===== src/rtl/mode_counter.sv =====
`default_nettype none
// ============================================================================
// Module   : mode_counter
// Purpose  : Up/down counter with runtime limit and wrap/saturate/one-shot
//            terminal modes. Optional wrap-event counter under LOOP_COUNT_EN.
// Revision : 1.0 - initial release
// ============================================================================
module mode_counter #(
    parameter int WIDTH  = 4,
    parameter int LOOP_W = 8
) (
    input  logic              clk,
    input  logic              rst_n,
    input  logic              en,
    input  logic              dir,
    input  logic              clr,
    input  logic              load,
    input  logic [WIDTH-1:0]  load_val,
    input  logic [WIDTH-1:0]  limit,
    input  logic [1:0]        mode,
    output logic [WIDTH-1:0]  count,
    output logic              loop,
    output logic              at_term,
    output logic              done
`ifdef LOOP_COUNT_EN
    ,
    output logic [LOOP_W-1:0] loop_cnt
`endif
);

    localparam logic [1:0] c_MODE_SAT     = 2'b01;
    localparam logic [1:0] c_MODE_ONESHOT = 2'b10;

    typedef enum logic [0:0] {
        ST_RUN  = 1'b0,
        ST_DONE = 1'b1
    } state_t;

    state_t             r_state;
    state_t             w_state_nxt;
    logic [WIDTH-1:0]   r_count;
    logic [WIDTH-1:0]   w_count_nxt;
    logic               r_loop;
    logic               w_loop_nxt;
    logic               w_above;

    if (LOOP_W < 1) begin : g_bad_loop_w
        $error("mode_counter: LOOP_W must be at least 1");
    end

    always_ff @(posedge clk or negedge rst_n) begin
        if (!rst_n) begin
            r_state <= ST_RUN;
            r_count <= '0;
            r_loop  <= 1'b0;
        end else begin
            r_state <= w_state_nxt;
            r_count <= w_count_nxt;
            r_loop  <= w_loop_nxt;
        end
    end

    assign at_term = dir ? (r_count == '0) : (r_count == limit);
    // A limit lowered under the current count behaves as a terminal hit.
    assign w_above = (r_count > limit);

    always_comb begin
        w_state_nxt = r_state;
        w_count_nxt = r_count;
        w_loop_nxt  = 1'b0;
        if (clr) begin
            w_count_nxt = dir ? limit : '0;
            w_state_nxt = ST_RUN;
        end else if (load) begin
            w_count_nxt = (load_val > limit) ? limit : load_val;
            w_state_nxt = ST_RUN;
        end else if (en && (r_state == ST_RUN)) begin
            if (dir && w_above) begin
                w_count_nxt = limit;
            end else if (w_above || at_term) begin
                case (mode)
                    c_MODE_SAT: begin
                        w_count_nxt = dir ? '0 : limit;
                    end
                    c_MODE_ONESHOT: begin
                        w_count_nxt = dir ? '0 : limit;
                        w_state_nxt = ST_DONE;
                    end
                    default: begin
                        // Wrap, including the reserved encoding.
                        w_count_nxt = dir ? limit : '0;
                        w_loop_nxt  = 1'b1;
                    end
                endcase
            end else if (dir) begin
                w_count_nxt = r_count - WIDTH'(1);
            end else begin
                w_count_nxt = r_count + WIDTH'(1);
            end
        end
    end

    assign count = r_count;
    assign loop  = r_loop;
    assign done  = (r_state == ST_DONE);

`ifdef LOOP_COUNT_EN
    logic [LOOP_W-1:0] r_loop_cnt;

    always_ff @(posedge clk or negedge rst_n) begin
        if (!rst_n) begin
            r_loop_cnt <= '0;
        end else if (clr) begin
            r_loop_cnt <= '0;
        end else if (r_loop && (r_loop_cnt != '1)) begin
            r_loop_cnt <= r_loop_cnt + LOOP_W'(1);
        end
    end

    assign loop_cnt = r_loop_cnt;
`endif

endmodule
`default_nettype wire


===== config.mk =====
export PLATFORM = sky130hd
export DESIGN_NAME = mode_counter
export DESIGN_NICKNAME = d
export VERILOG_FILES = /design/src/rtl/mode_counter.sv
export SDC_FILE = /design/constraint.sdc
export NUM_CORES = 1
export LEC_CHECK = 0
export CAP_MARGIN = 20
export CORE_MARGIN = 2
export CORE_UTILIZATION = 49
export DETAILED_ROUTE_END_ITERATION = 8
export GPL_ROUTABILITY_DRIVEN = 0
export GPL_TIMING_DRIVEN = 0
export PLACE_DENSITY = 0.88
export SLEW_MARGIN = 10
export SYNTH_ARGS = -nofsm -noshare
export SYNTH_HDL_FRONTEND = slang
export SYNTH_SLANG_ARGS = --single-unit

===== constraint.sdc =====
create_clock -name clk -period 2 [get_ports clk]
set_input_delay 0.4 -clock clk [delete_from_list [all_inputs] [get_ports clk]]
set_output_delay 0.4 -clock clk [all_outputs]
set_load 0.005 [all_outputs]

* Yosys cells after proc, flatten, opt, wreduce, memory -nomap -nowiden
Index checks and enable logic that the tools add are counted.
Operators by class: add/subtract/negate cells 2, order comparisons 2, equal/unequal tests 4, muxes and demuxes 23, bitwise operators 1, reduce and logical (&&, ||, !) cells 9
Operators by type and width (number):
- $mux 4 | 10
- $mux 1 | 13
- $reduce_bool 3->1 | 3
- $gt 4x4->1 | 2
- $add 4x1->4 const B | 1
- $eq 4x4->1 | 1
- $logic_not 4->1 | 1
- $reduce_and 4->1 | 1
- $sub 4x1->4 const B | 1
- $ne 3x3->1 const B | 1
- $eq 2x1->1 const B | 1
- $eq 2x2->1 const B | 1
- $logic_and 1x1->1 | 2
- $reduce_or 2->1 | 1
- $logic_or 1x1->1 | 1
- $not 1->1 | 1
Word-level totals: flip-flop bits (word level) 6, output and inout port bits 7, word-level logic and storage cells 44

* Longest topological paths before layout
word-level depth 8, depth in mapped cells 7, mapped depth without buffers 7

* Least setup slack after synthesis
Ideal clock, no wire load.
kind register to register, start point register r_count[0] (netlist: count[0]), end point register r_count[1] (netlist: count[1]), arrival time 1.683 ns, required time 1.863 ns, setup slack 0.179 ns, stages on the path, launching flop included 8, path through dfrtp_1 > inv_1 > ha_1 > and4_2 > a21oi_2 > o211ai_1 > a221oi_2 > o221ai_1
Between the ends: longest elaborated chain between the ends 8
Ends and longest elaborated chain:
- start, declared | line 41 | logic [WIDTH-1:0] r_count;
- start signal, assigned | line 58 | r_count <= w_count_nxt;
- branches (longest 4 deep; another with $add 4x1->4)
- $mux 4 * | line 78 | if (dir && w_above) begin
- $mux 4 * | line 77 | end else if (en && (r_state == ST_RUN)) begin
- $mux 4 * | line 74 | end else if (load) begin
- $mux 4 * | line 71 | if (clr) begin
Every way passes the cells marked *. The select of a mux whose other input is x is not followed. A chain may end at the register's enable or synchronous reset.

* Worst setup path in the final report
start point input limit[2], end point output at_term
Between the ends: longest elaborated chain between the ends 2
Ends and longest elaborated chain:
- start, declared | line 19 | input logic [WIDTH-1:0] limit,
- $eq 4x4->1 | line 63 | assign at_term = dir ? (r_count == '0) : (r_count == limit);
- $mux 1 | line 63
- end, declared | line 23 | output logic at_term,
Every way passes these cells.

==> metrics.cfg <==
[timing]
finalSetupViolCount=0
hold_viol=0
tightest_slew_ns=0.4069
min_period_ns=1.919
worst_slack_ns=0.08127
fin_crit_sh=0.9594
rsz0062_at_grt=no
max_freq_ghz=0.5212
fin_skew_ns=0.0004315
slew_violations=0
relSlewSlack=0.7266

[detailed_routing]
via_per_inst=6.593
ant_nets=0
route.detailed.drc=0
drtIter0Drc=49
routedWlPerCell_um=17.51
vias=1068
drt_first_pass_iters=4
wl_um=2836

[synth]
async_reset_ff_frac=1.000
ys_seq_area_frac=0.1637
synth_edf_count=0
synth.largest_area_cell=dfrtp_1
synth_common_cells=11 x ha_1, 9 x inv_1
synth_cells=107
synth_cell_type_count=42
synth.avg_cell_area_um2=8.571
synth_top_area_frac=0.1637
synth_ff_type=dfrtp_1
yosysMostFrequentCell=ha_1
syn-num-nets=135
ys_ff_latch=6
syn_area_um2=917.1
yosys_warnings=0
ys_top_cells_by_area=dfrtp_1 16%, ha_1 15%, o211ai_1 4.9%, nand4_1 4.8%, nand3_1 3.8%

[clocking]
clockRootBuffer=clkbuf_4
clock_latency_ns=0.24
htreeDepth=1
ctsHoldBuffers=0
numCtsBuffers=3
cts_tree=built
clkTransAtPathRegs_ns=0.04
cts_sinks=6
cts.path.max_buffers=2

[critical_path]
startpoint_type=input port
critPathKind=in -> out
r2r_start=count[0]
path_max_fanout=4
crit_start=limit[2]
worst_path_max_delay_cell=ha_4
worstSetupEndpointType=output port
worstPathCellList=clkdlybuf4s15_2 > inv_1 > ha_4 > nand4_1 > o21ai_1 > dlygate4sd2_1
arrival_ns=1.52
critPathRequiredTime_ns=1.60
crit_path_max_incr_delay_ns=0.28

[layout]
n_antenna_cell=0
drive_gt1_frac=0.2993
seqCellArea_um2=153.9
final_util=0.7462
multi_input_area_um2=789.5
nFillCells=139
fin_nets=167
area_delta_synth_final_pct=42.02

[place]
dp_hpwl_um=1998
place_worst_setup_slack_ns=-0.7013
port_buffers=21

[power_and_ir_drop]
power.density_nw_per_um2=639.3
power.static_leakage_nw=0.5389
p_total_w=0.0008327
ir_drop_v=0.0003084

[floorplanning]
dieHeight_um=47.27
core-area_um2=1745
start_util=0.5254
die_area_um2=2234
io_pins=23
rows=15
die_x_um=47.27

[global_routing]
grt_max_degree=11
grt_pass1_vias=966
grt_antenna_before_repair=0
gr-total-overflow=0
grt_use_total=0.2817
grt_pass1_wl_um=4381

[worst_hold_path]
hold_class=in -> async

[outcome]
outcome=complete, no violations

[run]
max_cap_viol_count=0

-- metal layers --
layer | vias up | global-route usage | wire length, um
li1 | 484 | - | -
met1 | 497 | 0.3517 | 1134
met2 | 73 | 0.4811 | 1385
met3 | 14 | 0.03462 | 233
met4 | 0 | 0.1222 | 82
met5 | - | 0 | 0
-- area by class of cell --
| class | count | share of cell area |
|---|---|---|
| Multi-Input combinational cell | 90 | 0.6061 |
| Timing Repair Buffer | 27 | 0.1969 |
| Sequential cell | 6 | 0.1182 |
| Inverter | 9 | 0.02594 |
| Tap cell | 25 | 0.02402 |
| Clock buffer | 3 | 0.01729 |
| Buffer | 2 | 0.01153 |
-- cell families after synthesis --
family / after synthesis / synth area share
flip-flops: 6 / 0.1637
buffers and inverters: 11 / 0.05320
AO/OA/AOI/OAI: 32 / 0.2906
adder cells (fa/ha/maj): 12 / 0.1719
AND/OR/NAND/NOR: 43 / 0.2920
XOR/XNOR: 3 / 0.02865
-- power breakdown --
part	total, W	switching [W]	internal [W]
clock	0.000109	0.0000416	0.0000677
combinational	0.000547	0.000282	0.000265
sequential	0.000176	0.0000322	0.000144
total	0.000833	0.000356	0.000477
-- placed cells by master, fill, tap and decap left out, types with 2 or more instances in the layout --
cell type        instances
dlygate4sd2_1            5
clkdlybuf4s15_2          4
nand3_1                  7
ha_1                     7
xnor2_1                  2
dfrtp_2                  3
nand2_1                  6
inv_1                    6
clkbuf_4                 3
a21oi_1                  4
inv_2                    3
nand4_1                  7
o211ai_1                 6
a21oi_2                  2
dfrtp_1                  3
nand2b_1                 3
a31oi_1                  2
ha_4                     4
a221oi_2                 4
buf_4                    8
nor3_1                   2
o21ai_1                  2
nor2_1                   6
clkdlybuf4s50_1         11
-- sequential cells by signal, summed over array words and instances (netlist names) --
name   flops
loop       1
count      4
done       1
-- worst max-delay path: cells and delay by family --
family / cells / cell delay [ns]
AOI/OAI and AO/OA: 1 / 0.15
adders and majority gates: 1 / 0.28
and+or+nand+nor: 1 / 0.11
buffers and inverters: 3 / 0.58
-- worst paths after layout --
kind / to / slack [ns] / cells past startpoint
worst max-delay path: at_term / 0.08 / 6
worst min-delay path: count[0] / 0.39 / 1
worst max register to register: count[1] / 0.13 / 7
worst min register to register: done / 0.54 / 2
max in group asynchronous: count[3] / 1.38 / 1
min in group clk: count[1] / 0.51 / 3
-- metrics by stage --
stage	TNS, ns	cell area [um2]	cells	hold WS, ns
2_1_floorplan	0	917.1	107	0.1044
3_3_place_gp	-3.119	1159	153	0.4972
3_5_place_dp	-3.350	1159	153	0.5290
4_1_cts	0	1286	161	0.3958
5_1_grt	0	1303	162	0.4213
6_report	0	1303	162	0.3922
-- repair_timing --
action | CTS | global route
resized for setup | 31 | 3
pin swaps | 4 | 5
setup buffers | 5 | 1
endpoints found under the setup margin | 7 | 5
(Power assumes the default switching activity.)
